## config.mk

```make
export PLATFORM = sky130hd
export DESIGN_NAME = loop_frame_assembler
export DESIGN_NICKNAME = d
export VERILOG_FILES = /design/src/rtl/loop_frame_assembler.sv
export SDC_FILE = /design/constraint.sdc
export NUM_CORES = 1
export LEC_CHECK = 0
export ABC_AREA = 0
export ABC_CLOCK_PERIOD_IN_PS = 4580
export CORE_UTILIZATION = 40
export CTS_CLUSTER_DIAMETER = 120
export DETAILED_ROUTE_END_ITERATION = 8
export PLACE_DENSITY_LB_ADDON = 0.2
export SYNTH_ARGS = -nofsm -noshare
export SYNTH_HDL_FRONTEND = slang
export SYNTH_SLANG_ARGS = --single-unit
```

## constraint.sdc

```tcl
create_clock -name clk -period 4.58 [get_ports clk]
set_input_delay 0.916 -clock clk [delete_from_list [all_inputs] [get_ports clk]]
set_output_delay 0.916 -clock clk [all_outputs]
set_load 0.01 [all_outputs]
```

## src/rtl/loop_frame_assembler.sv

```systemverilog
// Serial-to-parallel frame assembler feeding loop_block_multi: fills an N-word bank, then issues it
// as a held parallel frame with a one-cycle en_out, rate-limited to PERIOD. Optional flush input: LOOP_FRAME_FLUSH_EN.
module loop_frame_assembler #(
    parameter int N      = 19,
    parameter int W      = 16,
    parameter int PERIOD = 150
) (
    input  logic                clk,
    input  logic                reset,
    input  logic signed [W-1:0] s_data,
    input  logic                s_valid,
    output logic                s_ready,
`ifdef LOOP_FRAME_FLUSH_EN
    input  logic                flush,
`endif
    output logic signed [W-1:0] frame_out [N-1:0],
    output logic                en_out,
    output logic                overrun
);

    localparam int IW = $clog2(N + 1);
    localparam int CW = (PERIOD > 1) ? $clog2(PERIOD) : 1;

    typedef enum logic [1:0] {
        S_FILL,
        S_WAIT,
        S_ISSUE
    } state_t;

    state_t              state_q, state_d;
    logic [IW-1:0]       idx_q, idx_d;
    logic [CW-1:0]       cnt_q, cnt_d;
    logic                en_q, en_d;
    logic                overrun_q, overrun_d;
    logic signed [W-1:0] fill_q  [N-1:0];
    logic signed [W-1:0] fill_d  [N-1:0];
    logic signed [W-1:0] frame_q [N-1:0];
    logic signed [W-1:0] frame_d [N-1:0];

    logic          xfer;
    logic          last_word;
    logic          ready_to_issue;
    logic          flush_go;
    logic [IW-1:0] pad_start;

    assign s_ready        = (state_q == S_FILL) && (idx_q < IW'(N));
    assign xfer           = s_valid && s_ready;
    assign last_word      = xfer && (idx_q == IW'(N - 1));
    assign ready_to_issue = (cnt_q == '0);

`ifdef LOOP_FRAME_FLUSH_EN
    // A sample arriving with flush is kept, so padding begins just after it.
    assign flush_go  = flush && (state_q == S_FILL) && (idx_q != '0);
    assign pad_start = xfer ? idx_q + IW'(1) : idx_q;
`else
    assign flush_go  = 1'b0;
    assign pad_start = IW'(N);
`endif

    generate
        for (genvar gi = 0; gi < N; gi++) begin : g_word
            assign fill_d[gi]  = (xfer && (idx_q == IW'(gi)))          ? s_data :
                                 (flush_go && (IW'(gi) >= pad_start))  ? '0     :
                                                                         fill_q[gi];
            assign frame_d[gi] = (state_q == S_ISSUE) ? fill_q[gi] : frame_q[gi];
        end
    endgenerate

    always_comb begin
        state_d   = state_q;
        idx_d     = idx_q;
        cnt_d     = (cnt_q != '0) ? cnt_q - CW'(1) : '0;
        en_d      = 1'b0;
        overrun_d = overrun_q;
        case (state_q)
            S_FILL: begin
                if (xfer) begin
                    idx_d = idx_q + IW'(1);
                end
                if (last_word || flush_go) begin
                    state_d = S_WAIT;
                    if (cnt_d != '0) begin
                        overrun_d = 1'b1;
                    end
                end
            end
            S_WAIT: begin
                // The timer restarts as the issue begins so that back-to-back en_out
                // pulses land exactly PERIOD cycles apart.
                if (ready_to_issue) begin
                    state_d = S_ISSUE;
                    cnt_d   = CW'(PERIOD - 1);
                end
            end
            S_ISSUE: begin
                en_d    = 1'b1;
                idx_d   = '0;
                state_d = S_FILL;
            end
            default: begin
                state_d = S_FILL;
            end
        endcase
    end

    always_ff @(posedge clk) begin
        if (reset) begin
            state_q   <= S_FILL;
            idx_q     <= '0;
            cnt_q     <= '0;
            en_q      <= 1'b0;
            overrun_q <= 1'b0;
            for (int i = 0; i < N; i++) begin
                fill_q[i]  <= '0;
                frame_q[i] <= '0;
            end
        end else begin
            state_q   <= state_d;
            idx_q     <= idx_d;
            cnt_q     <= cnt_d;
            en_q      <= en_d;
            overrun_q <= overrun_d;
            for (int i = 0; i < N; i++) begin
                fill_q[i]  <= fill_d[i];
                frame_q[i] <= frame_d[i];
            end
        end
    end

    assign frame_out = frame_q;
    assign en_out    = en_q;
    assign overrun   = overrun_q;

endmodule

```

* Yosys cells after proc, flatten, opt, wreduce, memory -nomap -nowiden
Memories as Yosys holds them, arrays and structs flattened.
Index checks and enable logic that the tools add are counted.
W data, S select, Z words.
** Cells by class
- $add $sub $neg :: 2
- $lt $le $gt $ge :: 1
- Eq/ne operators :: 23
- Mux-type cells :: 50
- Bitwise logic cells :: 19
- Reductions and logical operators :: 30
** Operator list (count)
- $mux W16 :: 38
- $eq A5 B4 Y1 const B :: 8
- $mux W8 :: 3
- $logic_and A1 B1 Y1 :: 21
- $eq A5 B3 Y1 const B :: 4
- $or A1 B1 Y1 :: 19
- $reduce_bool A8 Y1 :: 2
- $eq A5 B5 Y1 const B :: 3
- $eq A5 B2 Y1 const B :: 2
- $pmux W5 S2 :: 1
- $logic_not A8 Y1 :: 1
- $sub A8 B1 Y8 const B :: 1
- $ne A2 B2 Y1 const B :: 3
- $add A5 B1 Y5 const B :: 1
- $eq A5 B1 Y1 const B :: 1
- $logic_not A5 Y1 :: 1
- $lt A5 B5 Y1 const B :: 1
- $mux W5 :: 1
- $mux W1 :: 4
- $mux W2 :: 2
- $pmux W2 S2 :: 1
- $reduce_and A2 Y1 :: 2
- $reduce_and A3 Y1 :: 1
- $eq A2 B1 Y1 const B :: 1
- other kinds (3) :: 3
** Word-level totals
- Flip-flop bits (word level) :: 321
- Bits in writable memories :: 304
- Input port bits :: 19
- Output and inout port bits :: 307
- Memories :: 1
** Memory list
- fill_q :: depth 19, width 16, rd ports 19, clocked after Yosys merged registers in 0, write ports 19, RTL line 35 : logic signed [W-1:0] fill_q [N-1:0];

* Depth between registers and ports, before layout
Gate-level depths: netlist (run 1).
- Word-level depth :: 6
- Depth in mapped cells :: 9

* Worst setup path after synthesis (run 1)
Ideal clock, no wire load.
- Path type :: input -> register
- Start :: in s_valid
- End :: mem fill_q[13][10]
- Data arrival time :: 1997 ps
- Required time :: 4510 ps
- Slack :: 2513 ps
- Cell stages on the path :: 7
- Buffers on the path :: 3
- Cell sequence :: and3b_1 clkbuf_1 and4_1 clkbuf_1 buf_4 nand2_1 a21oi_1
** RTL lines
- from (decl) :: RTL line 11 : input logic s_valid,
- to (decl) :: RTL line 35

* Worst setup path after layout (run 1)
- Start :: reg idx_q[2]
- End :: out s_ready
** Between the ends
- Word-level cells in the longest chain between the ends :: 2
** RTL lines
- from (decl) :: RTL line 31 : logic [IW-1:0] idx_q, idx_d;
- from (signal assigned) :: RTL line 119 : idx_q <= idx_d;
- $lt A5 B5 Y1 :: RTL line 46 : assign s_ready = (state_q == S_FILL) && (idx_q < IW'(N));
- $logic_and A1 B1 Y1 :: RTL line 46
- to (decl) :: RTL line 12 : output logic s_ready,
No other way between the ends.

==> results.yml, run 1 <==
yosys:
  synth-main-ff-cell: "dfxtp_1"
  synthTopCellsByCount: "dfxtp_1 (625), a22o_1 (304), nand2_1 (236), nor2_1 (205), mux2i_1 (193)"
  synthDistinctLibCells: 52
  synth-edff-count: 0
  syn_inst: 1950
  ys_ff_latch: 625
  yosysTopAreaCellShare_pct: 59.91
  yosys-top-cells-area: "dfxtp_1 (60%), a22o_1 (13%), mux2i_1 (9.2%)"
  yosysSeqAreaShare_pct: 59.91
  yosysWarnings: 0
  yosysMostFrequentCell: "dfxtp_1"
  avgSynthCellArea_um2: 10.71
  synthesis.area_um2: 20890
  synth_top_cell_by_area: "dfxtp_1"
  async_flop_share_pct: 0
  synth_nets: 1976
sta:
  hold_violations: 0
  post-route-min-period_ns: 3.119
  tightest_slew_ns: 0.9799
  clock_skew_ns: 0.02100
  setup_viol: 0
  rsz0062_at_grt: "no"
  hold-worst-slack_ns: 0.4526
  drv_slew: 0
  relSlewSlack_pct: 34.67
  finalCritPeriodShare_pct: 68.11
  finalSetupTns_ns: 0
  fmax_ghz: 0.3206
job:
  cap_violations: 0
final_layout:
  final_layout_size_suffix_gt1_share_pct: 6.622
  area_growth_pct: 27.48
  fin_nets: 2210
  diodes: 0
clocking:
  cts_buffers: 66
  cts_resized: 0
  clk_latency_ns: 0.60
  cts_buffer_depth: 3
  clkTransAtPathRegs_ns: 0.06
  cts_root_buf: "clkbuf_16"
  h-tree-depth: 3
  hold_buffers: 0
  cts_tree: "done"
  cts_setup_buffers: 0
  clock-sinks: 625
min_path:
  hold_path_class: "reg2reg"
  hp-start: "fill_q[3][9]$_SDFFE_PP0P_"
die:
  ios: 326
  core_um2: 51410
  die_area_um2: 53130
  dieWidth_um: 230.5
  placementRows: 83
  start_util_pct: 40.63
  die_h_um: 230.5
power:
  p_leak_nw: 11.12
  cellPowerDensity_nw_per_um2: 433.4
  peakVddDrop_mv: 0.2476
grt:
  grt-ovfl-total: 0
  grt_max_degree: 182
  grt_pass1_vias: 14295
  antenna_found_initial: 0
  grt_usage_pct: 22.62
  grt_pass1_wl_mm: 91.38
detailed_routing:
  drt-wirelength-per-cell_um: 21.09
  viasPerCell: 5.241
  num_vias: 15277
  ant_nets: 0
  drc_errors: 0
  drt-initial-drc-count: 955
  firstDrtPassIters: 4
  drt_wl_total_mm: 61.49
placement:
  place.gp.congestion: 0.7917
  port_buffers: 325
  dp.final_hpwl_mm: 36.56
status:
  status: "finished clean"
worst_setup_path:
  crit_chain: "a211oi_2 > o21a_1 > clkdlybuf4s50_1"
  reg2reg_from: "idx_q[2]$_SDFFE_PP0P_"
  endpoint_kind: "primary output"
  setup.worst_path.start_class: "register"
  cp.required_ns: 3.66
  worstPathMaxFanout: 13
  crit_start: "idx_q[2]$_SDFFE_PP0P_"
  critPathSlowestCell: "clkdlybuf4s50_1"
  crit_type: "reg2out"
  max_stage_delay_ns: 0.56
  cp_data_arrival_time_ns: 2.20
-- through the flow --
stage | power (mW) | std cells | area (µm²) | utilization [%] | setup WS [ns]
2_1_floorplan | 6.023 | 1950 | 20890 | - | 2.513
3_3_place_gp | 6.171 | 2796 | 24390 | 47.45 | 1.402
3_5_place_dp | 6.191 | 2796 | 24390 | 47.45 | 1.354
4_1_cts | 11.65 | 2915 | 26630 | 51.80 | 1.458
5_1_grt | 11.93 | 2915 | 26630 | 51.80 | 1.386
6_report | 11.54 | 2915 | 26630 | 51.80 | 1.461
-- worst max-delay path: cells and delay by family, from the launching register on --
family          cells  cell delay (ns)
compound gates      2             0.61
buf+inv             1             0.56
flops               1             0.44
-- worst paths after layout --
kind / end / slack [ns] / depth (start not counted)
min: fill_q[3][9]$_SDFFE_PP0P_ / 0.45 / 2
max: s_ready / 1.46 / 3
max reg2reg: fill_q[17][5]$_SDFFE_PP0P_ / 1.74 / 4
min reg2reg: fill_q[3][9]$_SDFFE_PP0P_ / 0.45 / 2
-- layer usage --
metal	track usage [%]	part of all wire, %	vias to the layer above
li1	-	-	7273
met1	29.50	43	7418
met2	36.24	47	482
met3	5.101	6.6	104
met4	8.899	3.0	0
met5	0	0	-
-- flip-flops by register name, summed over array words and instances, names as in the netlist --
signal	flops
idx_q	5
overrun	1
frame_out	304
state_q	2
en_out	1
cnt_q	8
fill_q	304
-- power breakdown --
group / internal [mW] / switching [mW]
clock network: 3.29 / 2.18
logic: 0.155 / 0.367
registers: 5.49 / 0.0602
-- final cells by class --
cell class,instances,area [µm²]
Clock buffer,99,1938
Inverter,6,22.52
Tap cell,680,850.8
Fill cell,4503,24780
Sequential cell,625,12510
Multi-Input combinational cell,1140,7567
Timing Repair Buffer,345,3441
Clock inverter,20,294.0
-- layout by cell type, fill, tap and decap left out, drive strengths merged, types with 4 or more instances in the layout --
| cell type | count |
|---|---|
| nor2b | 4 |
| nand2b | 4 |
| bufinv | 6 |
| nand3 | 10 |
| a21oi | 115 |
| dfxtp | 625 |
| and2 | 5 |
| xor2 | 4 |
| buf | 27 |
| clkdlybuf4s50 | 318 |
| clkbuf | 99 |
| clkinv | 8 |
| mux2i | 193 |
| nor3 | 6 |
| ha | 7 |
| a22o | 304 |
| nand4 | 7 |
| nor2 | 205 |
| and3b | 4 |
| nand2 | 236 |
| inv | 11 |
-- cells by family after synthesis --
| logic type | count (synthesis) | synth area share (%) |
|---|---|---|
| DFF | 625 | 59.91 |
| and+or+nand+nor | 496 | 9.932 |
| AOI/OAI and AO/OA | 437 | 16.23 |
| muxes | 194 | 9.303 |
| buffers and inverters | 185 | 3.960 |
| adders and majority gates | 7 | 0.4193 |
| xor gates and xnor gates | 6 | 0.2516 |
No activity file was read; power rests on OpenSTA's default activity.
==> run 2: changes to the inputs <==
--- a/config.mk
+++ b/config.mk
@@ -6,7 +6,7 @@
 export NUM_CORES = 1
 export LEC_CHECK = 0
 export ABC_AREA = 0
-export ABC_CLOCK_PERIOD_IN_PS = 4580
+export ABC_CLOCK_PERIOD_IN_PS = 3100
 export CORE_UTILIZATION = 40
 export CTS_CLUSTER_DIAMETER = 120
 export DETAILED_ROUTE_END_ITERATION = 8
==> constraint.sdc (replaced) <==
create_clock -name clk -period 3.1 [get_ports clk]
set_input_delay 0.62 -clock clk [delete_from_list [all_inputs] [get_ports clk]]
set_output_delay 0.62 -clock clk [all_outputs]
set_load 0.01 [all_outputs]
==> run 2 against run 1 <==
Effect of this change: routed wire length increased by 0.41%; final cell count rose by 0.38%; power is 46% higher; non-clock buffer count rose by 16; clock power is 45% higher; sequential share of layout area decreased by 0.17 points; design area increased by 0.36%; count of clock-buffer cells in the layout is 2 higher; critical path depth stayed put; worst hold slack worse by 0.055 ns; global-route usage grew 0.34 points; critical endpoint unchanged; largest power group unchanged.
==> results.yml, run 2 (synthesized netlist as in run 1, its figures left out) <==
worst_setup_path:
  cp_data_arrival_time_ns: 2.22
  crit_type: "reg2out"
  reg2reg_depth: 4
  max_stage_delay_ns: 0.56
  crit_chain: "a211oi_2 > o21a_1 > clkdlybuf4s50_1"
  reg2reg_from: "idx_q[2]$_SDFFE_PP0P_"
  r2r_slack_ns: 0.87
  r2r-end: "fill_q[4][11]$_SDFFE_PP0P_"
  endpoint_kind: "primary output"
  worstPathMaxFanout: 13
  critPathSlowestCell: "clkdlybuf4s50_1"
  cp.required_ns: 2.48
  setup.worst_path.start_class: "register"
min_path:
  hold_path_end: "fill_q[18][4]$_SDFFE_PP0P_"
  hold_path_class: "in2reg"
  hp-start: "reset"
  hold_depth: 2
clocking:
  cts_tree: "done"
  cts_buffers: 66
  cts_root_buf: "clkbuf_16"
  cts_resized: 0
  clock-sinks: 625
  hold_buffers: 0
  cts_buffer_depth: 3
  h-tree-depth: 3
  cts_setup_buffers: 0
  clkTransAtPathRegs_ns: 0.06
  clk_latency_ns: 0.59
die:
  die_h_um: 230.5
  ios: 326
  placementRows: 83
  core_um2: 51410
  die_area_um2: 53130
  start_util_pct: 40.63
  dieWidth_um: 230.5
sta:
  setup_viol: 0
  hold_violations: 0
  tightest_slew_ns: 0.9118
  finalSetupTns_ns: 0
  relSlewSlack_pct: 39.21
  rsz0062_at_grt: "no"
  fmax_ghz: 0.3522
  post-route-min-period_ns: 2.840
  clock_skew_ns: 0.02904
  drv_slew: 0
  hold-worst-slack_ns: 0.3972
  finalCritPeriodShare_pct: 91.60
detailed_routing:
  drt-initial-drc-count: 1008
  drc_errors: 0
  viasPerCell: 5.247
  drt-wirelength-per-cell_um: 21.10
  firstDrtPassIters: 6
  ant_nets: 0
  num_vias: 15353
  drt_wl_total_mm: 61.74
final_layout:
  final_layout_size_suffix_gt1_share_pct: 7.257
  fill_cells: 4567
  fin_nets: 2226
  layout_commonest_cell: "dfxtp_1"
  area_growth_pct: 27.93
  diodes: 0
  final_cell_mix: "dfxtp_1 (625), clkdlybuf4s50_1 (318), a22o_1 (304)"
power:
  peakVddDrop_mv: 0.3352
  p_leak_nw: 11.18
  cellPowerDensity_nw_per_um2: 632.0
  power.total_mw: 16.89
grt:
  antenna_found_initial: 0
  grt_pass1_wl_mm: 92.93
  grt_max_degree: 151
  grt_usage_pct: 22.96
  grt_pass1_vias: 14693
  grt-ovfl-total: 0
status:
  status: "finished clean"
placement:
  port_buffers: 325
  place.gp.congestion: 0.7763
  dp.final_hpwl_mm: 36.88
job:
  cap_violations: 0
## run 2: cell count changes in the layout (fill, tap and decap cells not counted)
cell	before	now
clkbuf_8	12	16
bufinv_16	6	3
clkinv_2	7	8
inv_16	1	0
buf_12	5	7
buf_4	15	29
clkbuf_1	19	15
clkbuf_16	68	70
inv_6	4	0
## run 2: layer usage
layer,track usage [%],vias to the layer above,share of wire [%]
met5,0,-,0
met4,8.071,0,2.5
met3,4.916,87,5.8
met2,37.88,440,48
met1,29.58,7521,44
li1,-,7305,-
## run 2: stage by stage
step	std cells	instance area, µm²	util [%]	worst slack [ns]
CTS	2926	26720	51.98	0.2569
global placement	2812	24540	47.74	0.4798
detailed placement	2812	24540	47.74	0.3890
finish	2926	26720	51.98	0.2605
global route	2926	26720	51.98	0.1856
floorplan	1950	20890	-	1.329
## run 2: report_power, final
group / switching, mW / total, mW / internal, mW / leakage, nW
combinational: 0.538 / 0.772 / 0.235 / 5.06
sequential: 0.0888 / 8.20 / 8.11 / 5.04
clock: 3.16 / 7.91 / 4.75 / 1.08
## run 2: worst max-delay path: cells and delay by family, from the launching register on
| family | cells | cell delay [ns] |
|---|---|---|
| compound gates | 2 | 0.62 |
| buf+inv | 1 | 0.56 |
| flops | 1 | 0.45 |
## run 2: layout make-up
cell class | count | area (µm²) | share of cell area (%)
clock inverters | 13 | 153.9 | 0.5760
clock buffers | 101 | 2028 | 7.590
inverters | 6 | 22.52 | 0.08429
repair buffers | 361 | 3586 | 13.42
flip-flops and latches | 625 | 12510 | 46.83
multi-input cells | 1140 | 7567 | 28.32
well taps | 680 | 850.8 | 3.184
## run 2: worst max path at each step
stage,end,start,slack [ns],cells past startpoint
finish,s_ready,idx_q[2]$_SDFFE_PP0P_,0.26,3
detailed placement,fill_q[16][10]$_SDFFE_PP0P_,s_valid,0.39,5
CTS,s_ready,idx_q[2]$_SDFFE_PP0P_,0.26,3
global route,s_ready,idx_q[2]$_SDFFE_PP0P_,0.19,3
floorplan,fill_q[13][10]$_SDFFE_PP0P_,s_valid,1.33,7
global placement,fill_q[4][6]$_SDFFE_PP0P_,s_valid,0.48,5
==> run 3: changes to the inputs <==
--- a/config.mk
+++ b/config.mk
@@ -6,10 +6,11 @@
 export NUM_CORES = 1
 export LEC_CHECK = 0
 export ABC_AREA = 0
-export ABC_CLOCK_PERIOD_IN_PS = 3100
+export ABC_CLOCK_PERIOD_IN_PS = 3700
 export CORE_UTILIZATION = 40
 export CTS_CLUSTER_DIAMETER = 120
 export DETAILED_ROUTE_END_ITERATION = 8
+export GPL_ROUTABILITY_DRIVEN = 0
 export PLACE_DENSITY_LB_ADDON = 0.2
 export SYNTH_ARGS = -nofsm -noshare
 export SYNTH_HDL_FRONTEND = slang
==> constraint.sdc (replaced) <==
create_clock -name clk -period 3.7 [get_ports clk]
set_input_delay 0.74 -clock clk [delete_from_list [all_inputs] [get_ports clk]]
set_output_delay 0.74 -clock clk [all_outputs]
set_load 0.01 [all_outputs]
==> run 3 against run 2 <==
Effect of this change: count of clock-buffer cells in the layout shrank 3; final cell count shrank 0.44%; die area is the same; power shrank 17%; utilization shrank 0.37 points; design area shrank 0.72%; critical path type unchanged.
==> results.yml, run 3 (synthesized netlist as in run 1, its figures left out) <==
detailed_routing:
  ant_nets: 0
  firstDrtPassIters: 7
  drc_errors: 0
  num_vias: 15322
  viasPerCell: 5.260
  drt-wirelength-per-cell_um: 21.19
  drt-initial-drc-count: 1204
  drt_wl_total_mm: 61.72
die:
  dieWidth_um: 230.5
  ios: 326
  start_util_pct: 40.63
  placementRows: 83
  core_um2: 51410
  die_area_um2: 53130
  die_h_um: 230.5
final_layout:
  final_cell_mix: "dfxtp_1 (625), clkdlybuf4s50_1 (318), a22o_1 (304)"
  layout_commonest_cell: "dfxtp_1"
  fin_nets: 2215
  final_layout_size_suffix_gt1_share_pct: 6.404
  diodes: 0
  area_growth_pct: 27.02
  final_util_pct: 51.61
clocking:
  h-tree-depth: 3
  cts_buffer_depth: 3
  cts_setup_buffers: 0
  cts_root_buf: "clkbuf_16"
  clk_latency_ns: 0.59
  cts_resized: 0
  clock-sinks: 625
  hold_buffers: 0
  cts_buffers: 66
  clkTransAtPathRegs_ns: 0.06
  cts_tree: "done"
sta:
  post-route-min-period_ns: 2.978
  rsz0062_at_grt: "no"
  hold_violations: 0
  fmax_ghz: 0.3358
  finalCritPeriodShare_pct: 80.47
  tightest_slew_ns: 1.087
  relSlewSlack_pct: 27.51
  drv_slew: 0
  setup_viol: 0
  finalSetupTns_ns: 0
  clock_skew_ns: 0.01396
power:
  peakVddDrop_mv: 0.2921
  p_leak_nw: 11.07
  cellPowerDensity_nw_per_um2: 526.2
worst_setup_path:
  cp.required_ns: 2.96
  cp_data_arrival_time_ns: 2.24
  setup.worst_path.start_class: "register"
  cpLargestDelayFamily: "compound AO/OA/AOI/OAI gates"
  endpoint_kind: "primary output"
  crit_type: "reg2out"
  max_stage_delay_ns: 0.56
  worst-path-buf-inv: 1
  critPathSlowestCell: "clkdlybuf4s50_1"
  worstPathMaxFanout: 13
  crit_chain: "a211oi_2 > o21a_1 > clkdlybuf4s50_1"
grt:
  grt-ovfl-total: 0
  grt_pass1_vias: 14788
  antenna_found_initial: 0
  grt_pass1_wl_mm: 92.48
  grt_max_degree: 202
  grt_usage_pct: 22.84
placement:
  dp.final_hpwl_mm: 36.56
  port_buffers: 325
min_path:
  hold_path_class: "reg2reg"
status:
  status: "finished clean"
job:
  cap_violations: 0
run 3: changes by cell type in the layout (fill, tap and decap cells not counted), sizes merged:
cell	change
buf	-11
clkbuf	-3
clkinv	-2
inv	+2
bufinv	+1
run 3: path summary, 6_finish.rpt:
path,from,endpoint,slack [ns],cells after the start
hold / removal,fill_q[3][9]$_SDFFE_PP0P_,fill_q[3][9]$_SDFFE_PP0P_,0.45,2
setup reg to reg,idx_q[2]$_SDFFE_PP0P_,fill_q[16][1]$_SDFFE_PP0P_,0.87,4
hold reg to reg,fill_q[3][9]$_SDFFE_PP0P_,fill_q[3][9]$_SDFFE_PP0P_,0.45,2
setup / recovery,idx_q[2]$_SDFFE_PP0P_,s_ready,0.72,3
run 3: per-stage QoR:
step | hold WS (ns) | setup WS (ns) | std cells | power, mW | cell area, µm²
4_1_cts | 0.4545 | 0.7240 | 2913 | 14.08 | 26530
6_report | 0.4529 | 0.7224 | 2913 | 13.96 | 26530
2_1_floorplan | 0.4360 | 1.809 | 1950 | 7.455 | 20890
3_5_place_dp | 0.4470 | 0.8353 | 2801 | 7.660 | 24440
3_3_place_gp | 0.4409 | 0.8912 | 2801 | 7.641 | 24440
5_1_grt | 0.4691 | 0.5682 | 2913 | 14.45 | 26530
run 3: cell type report:
type                    instances  area [µm²]
fillers                      4634       24880
multi-input cells            1140        7567
inverters                       6       22.52
clock buffers                  98        1906
repair buffers                350        3491
flip-flops and latches        625       12510
clock inverters                14       180.2
well taps                     680       850.8
run 3: metal layers:
| layer | wire, µm | GRT usage (%) | up-vias | part of all wire (%) |
|---|---|---|---|---|
| li1 | - | - | 7277 | - |
| met1 | 27000 | 29.52 | 7493 | 44 |
| met2 | 29290 | 37.52 | 456 | 47 |
| met3 | 3679 | 4.669 | 96 | 6.0 |
| met4 | 1750 | 8.506 | 0 | 2.8 |
| met5 | 0 | 0 | - | 0 |
run 3: tightest hold or removal path: cells and delay by family, from the launching register on:
kind | cells | cell delay (ns)
flip-flops | 1 | 0.31
AND/OR/NAND/NOR | 1 | 0.05
AO/OA/AOI/OAI | 1 | 0.05
run 3: where the power goes:
group	total [mW]	internal (mW)	switching [mW]
Clock	6.44	3.83	2.61
Sequential	6.87	6.80	0.0739
Combinational	0.646	0.193	0.453
Total	14.0	10.8	3.13
